==> config.mk <==
export PLATFORM = sky130hd
export DESIGN_NAME = rr_handshake_arbiter
export DESIGN_NICKNAME = d
export VERILOG_FILES = /design/src/rtl/rr_handshake_arbiter.sv
export SDC_FILE = /design/constraint.sdc
export NUM_CORES = 1
export LEC_CHECK = 0
export CORE_MARGIN = 1
export CORE_UTILIZATION = 30
export DETAILED_ROUTE_END_ITERATION = 8
export HOLD_SLACK_MARGIN = 0.06
export PLACE_DENSITY_LB_ADDON = 0.3
export SYNTH_ARGS = -nofsm -noshare
export SYNTH_HDL_FRONTEND = slang
export SYNTH_SLANG_ARGS = --single-unit
==> constraint.sdc <==
create_clock -name clk -period 3.6 [get_ports clk]
set_input_delay 1.08 -clock clk [delete_from_list [all_inputs] [get_ports clk]]
set_output_delay 1.08 -clock clk [all_outputs]
set_load 0.03 [all_outputs]
==> src/rtl/rr_handshake_arbiter.sv <==
// Round-robin arbiter merging N_CH 4-phase req/ack channels onto one.
// Optional watchdog: define ARB_TIMEOUT_EN to enable timeout_err.
module rr_handshake_arbiter #(
  parameter int N_CH = 8,
  parameter int SYNC_STAGES = 2,
  parameter int TIMEOUT_CYCLES = 1024,
  localparam int IW = (N_CH > 1) ? $clog2(N_CH) : 1
) (
  input  logic            clk,
  input  logic            rst,
  input  logic [N_CH-1:0] req_in,
  output logic [N_CH-1:0] ack_in,
  output logic            req_out,
  input  logic            ack_out,
  output logic [IW-1:0]   grant_id,
  output logic            grant_valid,
  output logic            timeout_err
);

  typedef enum logic [1:0] {
    S_IDLE, S_REQ, S_ACK, S_RTZ
  } state_t;

  state_t          state, state_nx;
  logic [N_CH-1:0] req_s;
  logic            ack_s;
  logic [IW-1:0]   ptr, ptr_nx, nptr;
  logic [IW-1:0]   gid_nx;
  logic            gv_nx, req_nx;
  logic [N_CH-1:0] ack_nx;
  logic [IW:0]     sel;
  logic            to_hit;

  generate
    if (SYNC_STAGES == 0) begin : g_nosync
      assign req_s = req_in;
      assign ack_s = ack_out;
    end else begin : g_sync
      logic [N_CH-1:0]        req_q [SYNC_STAGES];
      logic [SYNC_STAGES-1:0] ack_q;
      // flop chains bringing req_in/ack_out into the clk domain
      always_ff @(posedge clk or posedge rst) begin
        if (rst) begin
          for (int i = 0; i < SYNC_STAGES; i++) req_q[i] <= '0;
          ack_q <= '0;
        end else begin
          req_q[0] <= req_in;
          ack_q[0] <= ack_out;
          for (int i = 1; i < SYNC_STAGES; i++) begin
            req_q[i] <= req_q[i-1];
            ack_q[i] <= ack_q[i-1];
          end
        end
      end
      assign req_s = req_q[SYNC_STAGES-1];
      assign ack_s = ack_q[SYNC_STAGES-1];
    end
  endgenerate

  // first set request at or after p, wrapping; MSB flags "found"
  function automatic logic [IW:0] pick(
    input logic [N_CH-1:0] r,
    input logic [IW-1:0]   p
  );
    logic [IW:0] res;
    int          idx;
    res = '0;
    for (int i = N_CH - 1; i >= 0; i--) begin
      idx = (int'(p) + i) % N_CH;
      if (r[idx]) res = {1'b1, IW'(idx)};
    end
    return res;
  endfunction

  assign sel  = pick(req_s, ptr);
  assign nptr = (int'(grant_id) == N_CH - 1) ? '0 : grant_id + IW'(1);

`ifdef ARB_TIMEOUT_EN
  localparam int CW = $clog2(TIMEOUT_CYCLES + 1);
  logic [CW-1:0] cnt;
  logic          waiting;

  assign waiting = (state == S_REQ && !ack_s) ||
                   (state == S_RTZ && ack_s);
  assign to_hit  = waiting && (cnt == CW'(TIMEOUT_CYCLES - 1));

  // watchdog: restarts on every state change
  always_ff @(posedge clk or posedge rst) begin
    if (rst) cnt <= '0;
    else if (state_nx != state) cnt <= '0;
    else if (waiting) cnt <= cnt + CW'(1);
  end

  // sticky error flag
  always_ff @(posedge clk or posedge rst) begin
    if (rst) timeout_err <= 1'b0;
    else if (to_hit) timeout_err <= 1'b1;
  end
`else
  assign to_hit      = 1'b0;
  assign timeout_err = 1'b0;
`endif

  // state and registered outputs
  always_ff @(posedge clk or posedge rst) begin
    if (rst) begin
      state       <= S_IDLE;
      ptr         <= '0;
      grant_id    <= '0;
      grant_valid <= 1'b0;
      req_out     <= 1'b0;
      ack_in      <= '0;
    end else begin
      state       <= state_nx;
      ptr         <= ptr_nx;
      grant_id    <= gid_nx;
      grant_valid <= gv_nx;
      req_out     <= req_nx;
      ack_in      <= ack_nx;
    end
  end

  // next-state decode
  always_comb begin
    state_nx = state;
    unique case (state)
      S_IDLE: if (sel[IW]) state_nx = S_REQ;
      S_REQ: begin
        if (ack_s) state_nx = S_ACK;
        else if (to_hit) state_nx = S_IDLE;
      end
      S_ACK: if (!req_s[grant_id]) state_nx = S_RTZ;
      S_RTZ: if (!ack_s || to_hit) state_nx = S_IDLE;
      default: state_nx = S_IDLE;
    endcase
  end

  // next output values
  always_comb begin
    ptr_nx = ptr;
    gid_nx = grant_id;
    gv_nx  = grant_valid;
    req_nx = req_out;
    ack_nx = ack_in;
    unique case (state)
      S_IDLE: begin
        if (sel[IW]) begin
          gid_nx = sel[IW-1:0];
          gv_nx  = 1'b1;
          req_nx = 1'b1;
        end
      end
      S_REQ: begin
        if (ack_s) begin
          ack_nx = N_CH'(1) << grant_id;
        end else if (to_hit) begin
          req_nx = 1'b0;
          gv_nx  = 1'b0;
          ptr_nx = nptr;
        end
      end
      S_ACK: if (!req_s[grant_id]) req_nx = 1'b0;
      S_RTZ: begin
        if (!ack_s || to_hit) begin
          ack_nx = '0;
          gv_nx  = 1'b0;
          ptr_nx = nptr;
        end
      end
      default: begin
        req_nx = 1'b0;
        ack_nx = '0;
        gv_nx  = 1'b0;
      end
    endcase
  end

endmodule

# == Word-level counts from Yosys, hierarchy flattened ==
# Index checks and enable logic that the tools add are counted.
# classes
addsub,8
multipliers,0
n_div,0
order_cmp,9
eq_ne,8
shift,1
muxes,47
bitwise_logic,8
n_reduce_logical,17
# op_table
cell,count
4-bit by 5-bit less-than comparator with 1-bit output (second input constant),7
4-bit 2-to-1 mux,8
1-bit binary-select mux with 3-bit select,9
3-bit OR reduction,7
1-bit 2-to-1 mux,19
8-bit 2-to-1 mux,2
8-bit case mux with 2 select lines,1
3-bit adder (second input constant),4
3-bit AND reduction,3
3-bit by 4-bit less-than comparator with 1-bit output (second input constant),2
2-bit 2-to-1 mux,4
2-bit inequality test (second input constant),4
2-bit case mux with 4 select lines,1
1-bit by 3-bit << shifter with 8-bit output (first input constant),1
1-bit bitwise AND (first input constant),7
3-bit by 1-bit adder with 3-bit output (second input constant),2
3-bit by 2-bit adder with 3-bit output (second input constant),2
2-bit nonzero test,3
2-bit == test (second input constant),2
1-bit case mux with 2 select lines,2
2-bit AND reduction,2
4-bit AND reduction,1
3-bit by 1-bit == test with 1-bit output (second input constant),1
3-bit 2-to-1 mux,1
other kinds (3),3
# word_totals
regBits,36
latchBits,0
ram_bits,0
rom_bits,0
in_bits,11
output_inout_bits,14
elab_cells,107
memories,0

# == Logic depth before layout (Yosys ltp) ==
# logic_depth
word_depth,16
depth_mapped,11

# == Least setup slack after synthesis ==
# Ideal clock, no wire load.
# synth_path
path_type,flip-flop to flip-flop
start,register ptr[1]
end,register grant_id[1]
t_arrival_ps,3010
setup_slack_ps,463
path_stages_with_launch,12
path_buffers,3
period_less_slack_ps,3137
path_cell_list,dfrtp_1 buf_2 clkbuf_1 inv_1 ha_1 buf_2 mux2_2 mux4_2 o32ai_1 a21oi_1 o31ai_1 a21boi_1
# synth_via
elab_chain_len,13
elab_cells_between_ends,39
classes_between,add/sub (7); mux (31); reduce/logical (1)
# synth_rtl
item,line_no,rtl
start: declaration,27,"logic [IW-1:0] ptr, ptr_nx, nptr;"
start signal: assignment,115,ptr <= ptr_nx;
3-bit adder,69,idx = (int'(p) + i) % N_CH;
1-bit binary-select mux with 3-bit select,70,"if (r[idx]) res = {1'b1, IW'(idx)};"
1-bit 2-to-1 mux (not written as such) (2 in a row),70,
4-bit 2-to-1 mux (7 in a row),70,
4-bit 2-to-1 mux *,70,
2-bit AND reduction (no line),n/a,
end signal: assignment,116,grant_id <= gid_nx;
end: declaration,15,"output logic [IW-1:0] grant_id,"
# Every way passes the cells marked *; elsewhere a longest branch is shown, timed or not. The select of a mux whose other input is x is not followed.
# A chain may end at the register's enable or synchronous reset.

# == Worst setup path in the final report ==
# layout_path
start,register ptr[0]
end,register grant_id[1]
# Same word-level chain as after synthesis.

==> run_results.csv <==
group,metric,value,unit
synthesis,ys_ff_latch,36,
synthesis,syn_inst,243,
place,hpwl,4130,um
critical_path,slowest_stage,"ha_1",
cells_and_area,fin_nets,281,
synthesis,yosys_warnings,0,
clock_tree,insertion_delay,290,ps
critical_path,crit_type,"flop to flop",
global_route,grt_max_degree,37,
cells_and_area,diodes,0,
min_path,hp-class,"flop to flop",
critical_path,cp-end-kind,"flop",
status,status,"completed",
synthesis,synth_area_leader_cell,"dfrtp_1",
clock_tree,cts-root-buf,"clkbuf_8",
timing,skew,8.62,ps
critical_path,required,3780,ps
critical_path,arrival,3000,ps
clock_tree,h-tree-depth,2,
floorplan,core-area,7890,um2
clock_tree,cts_resized,0,
timing,fin_crit_sh,0.784,
synthesis,synth.top_cell.area_share,0.359,
power_and_ir_drop,leakage,1.18,nW
flow_run,drv_cap,0,
cells_and_area,n_fill_cell,780,
synthesis,synth_edf_count,0,
power_and_ir_drop,power,2.72,mW
synthesis,synthTopCellsByCount,"36 x dfrtp_1, 22 x nand2_1, 20 x nor2_1",
synthesis,syn-cell-area,2510,um2
critical_path,cp.buffers_inverters,1,
floorplan,start_util,0.318,
synthesis,ys.flop_type,"dfrtp_1",
floorplan,io_pins,25,
floorplan,fp.dieH,93.4,um
clock_tree,cts_buffer_depth,2,
global_route,grt_pass1_wl,9690,um
critical_path,startpoint_type,"flop",
floorplan,rows,32,
route,vias_per_cell,5.32,
cells_and_area,area_growth,16.4,%
timing,min_period,2820,ps
route,route.detailed.drc,0,
clock_tree,numCtsBuffers,5,
clock_tree,cts_tree,"yes",
route,wl_per_cell,16.1,um
timing,setup_viol,0,
critical_path,critPathMaxStageDelay,600,ps
cells_and_area,final_util,0.370,
timing,hold_viol_final,0,
place,dp_cells,353,
timing,worst_slew_pin_slew,633,ps
cells_and_area,finalNonFillerCells,361,
route,first_iter_violations,134,
route,dr.pass1.iters,4,
floorplan,die_w,93.4,um
cells_and_area,layout-drive-gt1-share,0.147,
route,vias,1919,
timing,rsz0062_at_grt,"no",
global_route,grt_use_total,0.145,
timing,slew_viol_final,0,
synthesis,async_reset_ff_frac,1.00,
power_and_ir_drop,p_per_area,931,nW/um2
timing,maxSlewHeadroom,0.578,
route,drt_wl_total,5810,um
timing,fmax,355,MHz
cells_and_area,final_cell_area,2920,um2
synthesis,synth.distinct_cells,54,
critical_path,cp_max_fo,14,
synthesis,ys_seq_area_frac,0.359,
global_route,gr-total-overflow,0,
route,ant_nets,0,
critical_path,cp_cell_sequence,"inv_1, ha_1, mux2_2, mux4_2, o32ai_1, a21oi_1, o31ai_1, a21boi_1",
place,gp_congestion,0.829,
clock_tree,cts_sinks,36,
global_route,antenna_found_initial,0,
synthesis,avgSynthCellArea,10.3,um2
timing,tns,0,ps
global_route,first_global_vias,1899,
critical_path,critPathTopFamily,"multiplexers",
place,port_buffers,23,
floorplan,dieArea,8730,um2
clock_tree,clk_pin_slew,80,ps
synthesis,yosysMostFrequentCell,"dfrtp_1",
synthesis,synth_nets,266,
clock_tree,cts_hold_buffers,0,
power_and_ir_drop,peakVddDrop,495,uV
place,postPlaceCellArea,2810,um2
clock_tree,post_cts_buffers,0,
synthesis,synth.top_cells.by_area,"dfrtp_1 36%, mux4_2 7.2%, ha_1 6.0%",
## worst paths after layout
kind / start / endpoint / slack [ps] / depth (start not counted)
min in group asynchronous: rst / grant_id[0] / 1190 / 3
worst min-delay path: g_sync.req_q[8] / req_s[0] / 350 / 0
worst min register to register: g_sync.req_q[8] / req_s[0] / 350 / 0
worst max-delay path: ptr[0] / grant_id[1] / 780 / 8
worst max register to register: ptr[0] / grant_id[1] / 780 / 8
max in group asynchronous: rst / g_sync.req_q[13] / 2090 / 3
## per-stage QoR
step	setup WS, ps	hold WS (ps)
2_1_floorplan	463	331
3_3_place_gp	825	332
3_5_place_dp	767	336
4_1_cts	764	351
5_1_grt	561	357
6_report	779	346
## worst reg2reg max path: cells and delay by family, from the launching register on
kind | cells | cell delay [ps]
multiplexers | 2 | 900
AO/OA/AOI/OAI | 4 | 760
adder cells (fa/ha/maj) | 1 | 600
flip-flops | 1 | 350
buffers and inverters | 1 | 90
## per-layer routing
metal	GRT usage	vias up	part of all wire
met5	0	-	0
met4	0.0436	0	0.013
met2	0.225	59	0.47
met3	0.0285	5	0.040
met1	0.204	932	0.48
li1	-	923	-
## layout by cell type, fill, tap and decap left out, types with 2 or more instances in the layout
master	Yosys	layout
a21oi_1	12	12
a221oi_1	8	8
o21ai_0	9	9
inv_1	10	10
buf_4	1	4
mux2_2	9	9
nor2_1	20	20
a31oi_1	4	4
nor2b_1	2	2
nor3_1	2	2
ha_1	12	12
mux4_2	8	8
nand2b_1	5	5
clkdlybuf4s50_1	0	23
mux4_1	4	4
a22oi_1	2	2
o22ai_1	2	2
mux2i_1	14	14
nor3b_1	3	3
or3_1	2	2
dfrtp_1	36	36
clkbuf_8	0	5
and2_1	2	2
nand2_1	22	22
nand3_1	2	2
o31ai_1	2	2
xor2_1	3	3
o211ai_1	3	3
or2_2	2	2
## power by group
part / switching (mW) / total, mW / internal, mW
clock network: 0.152 / 0.357 / 0.205
registers: 0.127 / 0.634 / 0.507
logic: 0.966 / 1.73 / 0.759
## state kept, by name, summed over array words and instances (netlist names), 2 cells and up
signal / flops
grant_id: 3
g_sync.req_q: 8
g_sync.ack_q: 2
state: 2
ack_in: 8
req_s: 8
ptr: 3
## cell type report
class                      instances  area (um2)  area share
clock buffer                       5        68.8      0.0236
clock inverter                     3        42.5      0.0146
inverter                          10        37.5      0.0129
multi-input combinational        178        1480       0.508
sequential                        36         901       0.309
tap                              102         128      0.0437
timing repair buffer              27         260      0.0892
## cells by family (layout without fill, tap and decap cells)
group                    count (synthesis)  count (layout)  share of synthesized area
adder cells (fa/ha/maj)                 12              12                     0.0598
flip-flops                              36              36                      0.359
other                                    1               1                    0.00149
AND/OR/NAND/NOR                         68              68                      0.137
multiplexers                            36              36                      0.214
buffers and inverters                   29              45                     0.0504
XOR/XNOR                                 3               3                     0.0105
AO/OA/AOI/OAI                           58              58                      0.167
Power figures use the tool's default switching activity.
